**src/rtl/serial_uint_sub.sv**
```systemverilog
// rtl/serial_uint_sub.sv - multi-cycle unsigned subtractor, chunk bits per cycle, LSB first
// O = (I0 - I1) mod 2^width; O_borrow is the unsigned less-than flag.

module serial_uint_sub #(
   parameter int width = 8,
   parameter int chunk = 1
) (
   input  logic             CLK,
   input  logic             RESET,
   input  logic [width-1:0] I0,
   input  logic [width-1:0] I1,
   input  logic             I_valid,
   output logic             I_ready,
   output logic [width-1:0] O,
   output logic             O_borrow,
   output logic             O_valid,
   input  logic             O_ready
);

   localparam int N  = width / chunk;
   localparam int CW = (N > 1) ? $clog2(N) : 1;

   if (width < 1 || chunk < 1 || (width % chunk) != 0) begin : g_bad_params
      $error("serial_uint_sub: chunk must divide width exactly");
   end

   typedef enum logic [1:0] {IDLE, BUSY, DONE} state_t;

   state_t           state;
   logic [CW-1:0]    count;
   logic             borrow;
   logic [width-1:0] a_reg;
   logic [width-1:0] s_reg;
   logic [width-1:0] res_reg;
   logic [width-1:0] o_reg;
   logic             o_borrow_reg;

   logic [chunk:0]   step;
   logic [width-1:0] res_next;
   logic             last;

   // One extra bit on the chunk difference makes its top bit the borrow out.
   always_comb begin
      step     = {1'b0, a_reg[chunk-1:0]} - {1'b0, s_reg[chunk-1:0]} - {{chunk{1'b0}}, borrow};
      res_next = res_reg >> chunk;
      res_next[width-1 -: chunk] = step[chunk-1:0];
   end

   assign last = (count == CW'(N - 1));

   always_ff @(posedge CLK) begin
      if (RESET) begin
         state        <= IDLE;
         count        <= '0;
         borrow       <= 1'b0;
         a_reg        <= '0;
         s_reg        <= '0;
         res_reg      <= '0;
         o_reg        <= '0;
         o_borrow_reg <= 1'b0;
      end else begin
         case (state)
            IDLE: begin
               if (I_valid) begin
                  a_reg   <= I0;
                  s_reg   <= I1;
                  res_reg <= '0;
                  borrow  <= 1'b0;
                  count   <= '0;
                  state   <= BUSY;
               end
            end
            BUSY: begin
               borrow  <= step[chunk];
               a_reg   <= a_reg >> chunk;
               s_reg   <= s_reg >> chunk;
               res_reg <= res_next;
               count   <= count + 1'b1;
               // Output copies keep the previous result visible until this one completes.
               if (last) begin
                  o_reg        <= res_next;
                  o_borrow_reg <= step[chunk];
                  state        <= DONE;
               end
            end
            DONE: begin
               if (O_ready) begin
                  state <= IDLE;
               end
            end
            default: state <= IDLE;
         endcase
      end
   end

   assign I_ready  = (state == IDLE);
   assign O_valid  = (state == DONE);
   assign O        = o_reg;
   assign O_borrow = o_borrow_reg;

endmodule
```
**config.mk**
```make
export PLATFORM = sky130hd
export DESIGN_NAME = serial_uint_sub
export DESIGN_NICKNAME = d
export VERILOG_FILES = /design/src/rtl/serial_uint_sub.sv
export SDC_FILE = /design/constraint.sdc
export NUM_CORES = 1
export LEC_CHECK = 0
export BUFFER_PORTS_ARGS = -buffer_cell sky130_fd_sc_hd__buf_4
export CORE_MARGIN = 3
export CORE_UTILIZATION = 51
export CTS_BUF_LIST = sky130_fd_sc_hd__clkbuf_2
export DETAILED_ROUTE_END_ITERATION = 16
export PLACE_DENSITY = 0.77
export REMOVE_ABC_BUFFERS = 1
export SLEW_MARGIN = 25
export SYNTH_ARGS = -nofsm -noshare
export SYNTH_HDL_FRONTEND = slang
export SYNTH_SLANG_ARGS = --single-unit
```
**constraint.sdc**
```tcl
create_clock -name CLK -period 1.25 [get_ports CLK]
set_input_delay 0.0625 -clock CLK [delete_from_list [all_inputs] [get_ports CLK]]
set_output_delay 0.0625 -clock CLK [all_outputs]
set_load 0.02 [all_outputs]
```
==> impl_metrics.ini <==
[global_route]
grt_pass1_vias = 1310
gr-total-overflow = 0
grt_pass1_wl_mm = 6.06
grt_max_degree = 39
grt.total_usage_pct = 19.5
antenna_found_initial = 0

[clocking]
clk-insertion-delay-late_ns = 0.41
path_clk_slew_ns = 0.19
clock_sinks = 38
cts_tree = built
cts-buffers-inserted = 5
h-tree-depth = 2
cts_root_buffer = clkbuf_2
clk_path_buf_depth = 2

[min_path]
whs_endpoint = count[2]$_SDFFE_PP0P_
worstHoldPathCells = 2
hold_path.class = input pin to flop
min_from = RESET

[sta]
tightest_slew_ns = 0.492
min_period_over_period_pct = 106
maxSlewHeadroom_pct = 67.2
layout_min_cycle_time_ns = 1.33
fin_ws_ns = -0.0772
fmax_mhz = 753
slew_viol_final = 0
skew_ns = 0.0153
setup_viol = 20
hold_violations = 0
timing.hold.ws_ns = 0.0678
rsz0062_at_grt = yes

[worst_setup_path]
rrSetupSlack_ns = -0.08
cp_max_fo = 10
critPathTopFamily = buffers and inverters
slowest_stage = dfxtp_4
worstReg2RegEnd = res_reg[5]$_SDFFE_PP0P_
end_kind = flop
r2r-start = state[0]$_SDFFE_PP0P_
cp-startpoint = state[0]$_SDFFE_PP0P_
cp.buffers_inverters = 3
critPathLaunchType = flop
crit_type = flop to flop
crit_arrival_ns = 1.64
rr_worst_depth = 6
critPathMaxStageDelay_ns = 0.41
cpMostUsedCell = buf_6
crit_required_ns = 1.56
crit_chain = buf_6 -> nor2b_4 -> buf_6 -> clkbuf_16 -> a22oi_1 -> nor2_1

[placed_design]
io_buffers = 30
hpwl_mm = 2.07
placed_cells = 228
gp_congestion = 0.718
placed_area_um2 = 1850

[final_layout]
area_growth_pct = 50.2
drive_gt1_share_pct = 45.5
final_util_pct = 84.2
antennaDiodeCount = 0
final_area_um2 = 2420
fillers = 149
final_cells = 264
nets = 244

[routing]
dr.pass1.iters = 4
drc = 0
drtAntennaViolNets = 0
routed_via_density = 5.42
vias = 1431
wirelength_mm = 4.26
dr.first_iter.drc_count = 64
routedWlPerCell_um = 16.1

[yosys]
yosys-top-cells-area = dfxtp_1, o221a_1, a21oi_2
synthFlopType = dfxtp_1
syn-cell-area_um2 = 1610
synth_edf_count = 0
yosysSeqAreaShare_pct = 47.2
yosysWarningCount = 0
yosysUniqueCellTypes = 28
syn_avg_cell_area_um2 = 9.89
synth_cells = 163
synth.most_common_cell = dfxtp_1
synthTopCellsByCount = dfxtp_1, inv_1, nor2_1, a21oi_1, a21oi_2
async_reset_ff_share_pct = 0
synth.largest_area_cell = dfxtp_1
yosys.area.top_type_share_pct = 47.2
synth_seq_cells = 38

[floorplanning]
initial_utilization_pct = 56.0
die_h_um = 62.2
num_rows = 19
die_area_um2 = 3870
die_w_um = 62.2
io_pins = 31
core_um2 = 2880

[pwr]
p_total_mw = 2.55
powerDensity_nw_per_um2 = 1050
peakVddDrop_mv = 1.12
leakage_nw = 0.972

[status]
status = finished, violations left
violations = setup timing

[run]
maxCapViolCount = 0
==> kinds of logic after synthesis <==
kind of cell | Yosys count | synth area share (%)
and+or+nand+nor | 39 | 11.6
AOI/OAI and AO/OA | 51 | 26.5
DFF | 38 | 47.2
buffers and inverters | 30 | 10.6
adders and majority gates | 3 | 2.79
muxes | 2 | 1.24
==> placed cells by master, fill, tap and decap left out <==
| master | n |
|---|---|
| dfxtp_1 | 32 |
| buf_4 | 32 |
| dlygate4sd3_1 | 18 |
| inv_1 | 16 |
| nor2_1 | 14 |
| a21oi_2 | 13 |
| o221a_1 | 10 |
| a21oi_1 | 9 |
| nand2_1 | 8 |
| a22oi_2 | 8 |
| buf_6 | 8 |
| clkbuf_2 | 7 |
| nand3_1 | 6 |
| o221a_2 | 4 |
| dfxtp_2 | 4 |
| clkbuf_16 | 3 |
| buf_12 | 3 |
| nor2_4 | 2 |
| nor2b_4 | 2 |
| mux2i_1 | 2 |
| nand3_2 | 2 |
| a22oi_1 | 2 |
| ha_4 | 2 |
| dfxtp_4 | 2 |
| nand3b_4 | 1 |
| nor3_1 | 1 |
| o21bai_4 | 1 |
| nand2_2 | 1 |
| inv_2 | 1 |
| a21oi_4 | 1 |
| nand2b_1 | 1 |
| a32oi_2 | 1 |
| a32oi_1 | 1 |
| nor2_2 | 1 |
| a211oi_2 | 1 |
| fa_1 | 1 |
| bufinv_16 | 1 |
==> stage by stage <==
stage | TNS (ns) | setup WS [ns]
finish | -0.579 | -0.0772
global route | -2.16 | -0.132
CTS | -0.0700 | -0.0532
detailed placement | -3.16 | -0.162
global placement | -1.03 | -0.0683
floorplan | -5.06 | -0.198
==> timing repair <==
action / 4_1_cts / 5_1_grt
resized for setup: 15 / 29
hold buffers: 18 / 0
pin swaps: 2 / 24
hold endpoints to repair: 18 / 0
buffers inserted: 2 / 5
gates cloned: 0 / 3
endpoints found under the setup margin: 31 / 30
==> metal layers <==
metal / vias up / wire length (um) / GRT usage [%]
li1: 685 / - / -
met1: 689 / 1930 / 25.7
met2: 44 / 2030 / 29.3
met3: 13 / 190 / 7.57
met4: 0 / 102 / 6.63
met5: - / 0 / 0
==> report_power, final <==
group	switching (mW)	total [mW]	internal, mW
Combinational	0.213	0.470	0.257
Clock	0.412	0.768	0.356
Sequential	0.0404	1.31	1.27
==> worst max path at each step <==
stage | endpoint | slack, ns | cells after the start
floorplan | s_reg[1]$_SDFFE_PP0P_ | -0.20 | 3
global placement | res_reg[4]$_SDFFE_PP0P_ | -0.07 | 3
detailed placement | res_reg[1]$_SDFFE_PP0P_ | -0.16 | 3
CTS | res_reg[7]$_SDFFE_PP0P_ | -0.05 | 5
global route | res_reg[5]$_SDFFE_PP0P_ | -0.13 | 6
finish | res_reg[5]$_SDFFE_PP0P_ | -0.08 | 6
==> worst register-to-register path, cell delays in order (launching register included) <==
cell	delay, ns
dfxtp_4	0.41
buf_6	0.13
nor2b_4	0.12
buf_6	0.13
clkbuf_16	0.16
a22oi_1	0.21
nor2_1	0.06
==> layout make-up <==
| class | count | area [um^2] | area share (%) |
|---|---|---|---|
| Sequential cell | 38 | 773 | 31.9 |
| Tap cell | 42 | 52.6 | 2.17 |
| Clock buffer | 7 | 35.0 | 1.45 |
| Multi-Input combinational cell | 95 | 821 | 33.9 |
| Timing Repair Buffer | 64 | 646 | 26.7 |
| Inverter | 17 | 63.8 | 2.64 |
| Clock inverter | 1 | 30.0 | 1.24 |
Power figures use the tool's default switching activity.
